## src/rtl/rr_dec_pkg.sv

```systemverilog
// Shared types and sizes for the 8-way round-robin arbiter and its grant decoder.
package rr_dec_pkg;
  localparam int N_REQ = 8;
  localparam int IDX_W = 3;

  typedef enum logic [1:0] {
    IDLE  = 2'd0,
    GRANT = 2'd1,
    GAP   = 2'd2
  } state_e;
endpackage

```

## src/rtl/rr_dec_arbiter_dec.sv

```systemverilog
// 3-to-8 one-hot decoder with enable; combinational, zero latency, no flow control.
module dec3to8_en
  import rr_dec_pkg::*;
(
  input  logic             en_i,
  input  logic [IDX_W-1:0] idx_i,
  output logic [N_REQ-1:0] onehot_o
);

  always_comb begin
    onehot_o = '0;
    if (en_i) onehot_o[idx_i] = 1'b1;
  end

endmodule

```

## src/rtl/rr_dec_arbiter.sv

```systemverilog
// 8-way round-robin arbiter with hold limit; grant 1 cycle after request, at least 2 idle cycles between owners.
// No preemption: other requesters wait until the owner releases or hits MAX_HOLD.
module rr_dec_arbiter
  import rr_dec_pkg::*;
#(
  parameter int unsigned MAX_HOLD = 15
) (
  input  logic             clk_i,
  input  logic             rst_i,
  input  logic [N_REQ-1:0] req_i,
  output logic [N_REQ-1:0] grant_o,
  output logic [IDX_W-1:0] grant_idx_o,
  output logic             busy_o,
  output logic             timeout_o
);

  localparam logic [7:0] HOLD_LIMIT = 8'(MAX_HOLD);

  state_e           state_q, state_d;
  logic [IDX_W-1:0] ptr_q, ptr_d;
  logic [IDX_W-1:0] idx_q, idx_d;
  logic [7:0]       hold_q, hold_d;
  logic             timeout_q, timeout_d;

  // First requester at or after the pointer, wrapping modulo 8.
  function automatic logic [IDX_W-1:0] rr_pick(input logic [N_REQ-1:0] r,
                                               input logic [IDX_W-1:0] p);
    logic [IDX_W-1:0] k;
    logic             hit;
    rr_pick = p;
    hit     = 1'b0;
    for (int i = 0; i < N_REQ; i++) begin
      k = p + IDX_W'(i);
      if (!hit && r[k]) begin
        rr_pick = k;
        hit     = 1'b1;
      end
    end
  endfunction

  always_comb begin
    state_d   = state_q;
    ptr_d     = ptr_q;
    idx_d     = idx_q;
    hold_d    = hold_q;
    timeout_d = 1'b0;
    unique case (state_q)
      IDLE: begin
        if (|req_i) begin
          idx_d   = rr_pick(req_i, ptr_q);
          hold_d  = 8'd1;
          state_d = GRANT;
        end
      end
      GRANT: begin
        if (!req_i[idx_q]) begin
          state_d = GAP;
          ptr_d   = idx_q + 3'd1;
        end else if (hold_q == HOLD_LIMIT) begin
          state_d   = GAP;
          ptr_d     = idx_q + 3'd1;
          timeout_d = 1'b1;
        end else begin
          hold_d = hold_q + 8'd1;
        end
      end
      GAP:     state_d = IDLE;
      default: state_d = IDLE;
    endcase
  end

  always_ff @(posedge clk_i) begin
    if (rst_i) begin
      state_q   <= IDLE;
      ptr_q     <= '0;
      idx_q     <= '0;
      hold_q    <= '0;
      timeout_q <= 1'b0;
    end else begin
      state_q   <= state_d;
      ptr_q     <= ptr_d;
      idx_q     <= idx_d;
      hold_q    <= hold_d;
      timeout_q <= timeout_d;
    end
  end

  assign busy_o      = (state_q == GRANT);
  assign grant_idx_o = idx_q;
  assign timeout_o   = timeout_q;

  dec3to8_en u_dec (
    .en_i     (busy_o),
    .idx_i    (idx_q),
    .onehot_o (grant_o)
  );

endmodule
```

## config.mk

```make
export PLATFORM = sky130hd
export DESIGN_NAME = rr_dec_arbiter
export DESIGN_NICKNAME = d
export VERILOG_FILES = /design/src/rtl/rr_dec_pkg.sv /design/src/rtl/rr_dec_arbiter_dec.sv /design/src/rtl/rr_dec_arbiter.sv
export SDC_FILE = /design/constraint.sdc
export NUM_CORES = 1
export LEC_CHECK = 0
export ABC_AREA = 1
export BUFFER_PORTS_ARGS = -buffer_cell sky130_fd_sc_hd__buf_2
export CAP_MARGIN = 0
export CORE_UTILIZATION = 50
export DETAILED_ROUTE_END_ITERATION = 12
export HOLD_SLACK_MARGIN = 0.03
export PLACE_DENSITY = 0.71
export SLEW_MARGIN = 30
export SYNTH_ARGS = -nofsm -noshare
export SYNTH_HDL_FRONTEND = slang
export SYNTH_SLANG_ARGS = --single-unit
```

## constraint.sdc

```tcl
create_clock -name clk_i -period 2.6 [get_ports clk_i]
set_clock_uncertainty 0.1 [all_clocks]
set_input_delay 0.39 -clock clk_i [delete_from_list [all_inputs] [get_ports clk_i]]
set_output_delay 0.39 -clock clk_i [all_outputs]
set_load 0.05 [all_outputs]
```

==> impl_metrics.py <==
metrics = {
    "status": {
        "status": "finished, final reports clean",
    },
    "clock_tree": {
        "cts-resized-gates": 0,
        "cts-buffers-inserted": 3,
        "worstSkewPairLatency_ns": 0.29,
        "cts_buffer_depth": 2,
        "cts_max_level": 1,
        "clock-sinks": 17,
        "cts_setup_buffers": 0,
        "cts.clk_slew.worst_paths_ns": 0.10,
        "postCtsHoldBufs": 0,
        "root_buffer": "clkbuf_4",
        "cts_tree": "done",
    },
    "worst_setup_path": {
        "required_ns": 2.68,
        "end_kind": "flop",
        "crit_type": "reg -> reg",
        "cp_data_arrival_time_ns": 2.44,
        "critPathLaunchType": "flop",
        "critical_path.max_fanout": 11,
        "rr_worst_depth": 16,
    },
    "flow_run": {
        "maxCapViolCount": 0,
    },
    "power_and_ir_drop": {
        "ir_worst_vdd_mv": 0.578,
        "leakage_nw": 0.884,
        "p_per_area_nw_per_um2": 1180,
        "finalPower_mw": 2.19,
    },
    "global_routing": {
        "grt_start_max_net_pins": 12,
        "grt_antenna_before_repair": 0,
        "track_usage_pct": 23.0,
        "grt_pass1_wl_mm": 6.35,
        "first_global_vias": 1417,
        "gr-total-overflow": 0,
    },
    "logic_synthesis": {
        "netlist_top_cells_count": "71 x nand2_1, 42 x nand3_1, 25 x nor2_1",
        "async_flop_share_pct": 0,
        "ys_seq_area_share_pct": 20.4,
        "yosysWarnings": 0,
        "syn_avg_cell_area_sq_um": 6.19,
        "syn-num-nets": 284,
        "syn_inst": 270,
        "synth_most_common_cell": "nand2_1",
        "synth_area_leaders": "dfxtp_1 20%, nand2_1 16%, nand3_1 13%",
        "synth_edf_count": 0,
        "yosysTopAreaCell": "dfxtp_1",
        "synth_area_sq_um": 1670,
        "synth_top_area_share_pct": 20.4,
        "synth_seq_cells": 17,
        "synth_flop_cell": "dfxtp_1",
        "yosys.cell_types.count": 35,
    },
    "timing": {
        "post-route-period-util_pct": 90.7,
        "finalSetupTns_ns": 0,
        "fin_crit_ns": 2.36,
        "max_freq_mhz": 424,
        "post-route-worst-setup-slack_ns": 0.242,
        "rsz0062_at_grt": "no",
        "setup_viol": 0,
        "tightest_slew_ns": 0.485,
        "hold_violations": 0,
        "slew_headroom_pct": 67.5,
        "final_max_slew_viol_count": 0,
    },
    "detailed_routing": {
        "drc": 0,
        "wl_per_cell_um": 11.2,
        "drt-pass1-iter-count": 4,
        "detail-route-antenna-nets": 0,
        "wirelength_mm": 3.79,
        "vias_per_cell": 5.13,
        "via_count": 1743,
        "drt-initial-drc-count": 97,
    },
    "floorplan": {
        "die_h_um": 59.8,
        "io-pin-count": 23,
        "die-width_um": 59.8,
        "coreArea_sq_um": 3100,
        "num_rows": 20,
        "fp.dieArea_sq_um": 3580,
        "initial_core_util_pct": 53.9,
    },
    "layout": {
        "drive_gt1_share_pct": 22.3,
        "diodes": 0,
        "area_delta_synth_final_pct": 10.9,
        "final-seq-area_sq_um": 340,
        "multi_input_area_sq_um": 1150,
        "fillerInstances": 334,
        "nets": 311,
    },
    "hold_path": {
        "worstHoldPathCells": 2,
        "min_path_type": "in -> reg",
    },
    "placed_design": {
        "post-place-ws_ns": 0.268,
        "gp_congestion": 0.862,
        "io_buffers": 22,
        "place_hpwl_mm": 3.10,
    },
}
==> metal layers <==
layer | vias to the layer above | part of all wire (%) | global-route usage [%]
li1 | 937 | - | -
met4 | 0 | 0 | 0.997
met5 | - | 0 | 0
met3 | 0 | 3.4 | 3.90
met2 | 34 | 44 | 36.2
met1 | 772 | 53 | 34.3
==> metrics by stage <==
stage | instance area, sq um | utilization [%] | cells | hold WS, ns
finish | 1850 | 59.7 | 340 | 0.259
global route | 1850 | 59.7 | 340 | 0.270
CTS | 1850 | 59.7 | 340 | 0.249
detailed placement | 1830 | 58.9 | 336 | 0.365
global placement | 1830 | 58.9 | 336 | 0.363
floorplan | 1670 | - | 270 | 0.345
==> critical path: stages, from the launching register on <==
cell     delay, ns
dfxtp_1       0.38
inv_4         0.11
ha_1          0.31
inv_1         0.19
nand3_1       0.14
nand2_1       0.11
nand2_1       0.05
nand2_1       0.10
inv_2         0.06
nor2_4        0.13
nand4_1       0.16
o21ai_0       0.13
inv_1         0.06
nand2_1       0.06
nand2_1       0.05
nand2_1       0.05
nand2_1       0.05
==> cell usage in the layout (no fill, tap or decap), types with 2 or more instances in the layout <==
cell type / Yosys / routed
xor2_1: 4 / 4
ha_1: 4 / 4
a211oi_1: 2 / 2
a21oi_1: 13 / 13
nand3_2: 6 / 6
dfxtp_1: 17 / 17
nor2_1: 25 / 24
inv_1: 23 / 23
clkinv_1: 2 / 2
nor3_1: 5 / 5
buf_2: 1 / 22
o21ai_1: 2 / 2
nand2_4: 5 / 5
nor2_4: 2 / 2
inv_2: 6 / 6
buf_4: 3 / 7
nand2_2: 10 / 10
o21ai_0: 7 / 7
nand3_1: 42 / 42
xnor2_1: 2 / 2
nand2_1: 71 / 71
nand4_1: 3 / 3
clkbuf_4: 0 / 3
a31oi_1: 2 / 2
==> final timing paths <==
check                 start              to  slack (ns)
setup / recovery   ptr_q[0]  grant_idx_o[1]        0.24
hold / removal        rst_i       hold_q[7]        0.26
setup reg to reg   ptr_q[0]  grant_idx_o[1]        0.24
hold reg to reg   hold_q[2]       hold_q[2]        0.38
==> power breakdown <==
| part | switching, mW | internal, mW | total, mW |
|---|---|---|---|
| Clock | 0.0804 | 0.0596 | 0.140 |
| Combinational | 1.14 | 0.539 | 1.68 |
| Sequential | 0.0570 | 0.312 | 0.369 |
==> flip-flops by register name, summed over array words and instances, names as in the netlist <==
signal	flops
timeout_o	1
state_q	2
grant_idx_o	3
hold_q	8
ptr_q	3
==> cell type report <==
type | instances | area share [%]
flip-flops and latches | 17 | 18.4
clock buffers | 4 | 1.42
repair buffers | 29 | 8.78
inverters | 32 | 6.62
well taps | 44 | 2.97
multi-input cells | 214 | 61.9
==> cells by family after synthesis <==
family	after synthesis	share of synthesized area, %
AO/OA/AOI/OAI	29	9.88
XOR/XNOR	7	4.12
adder cells (fa/ha/maj)	4	2.99
buffers and inverters	39	11.2
flip-flops	17	20.4
AND/OR/NAND/NOR	174	51.4
Power figures use the tool's default switching activity.
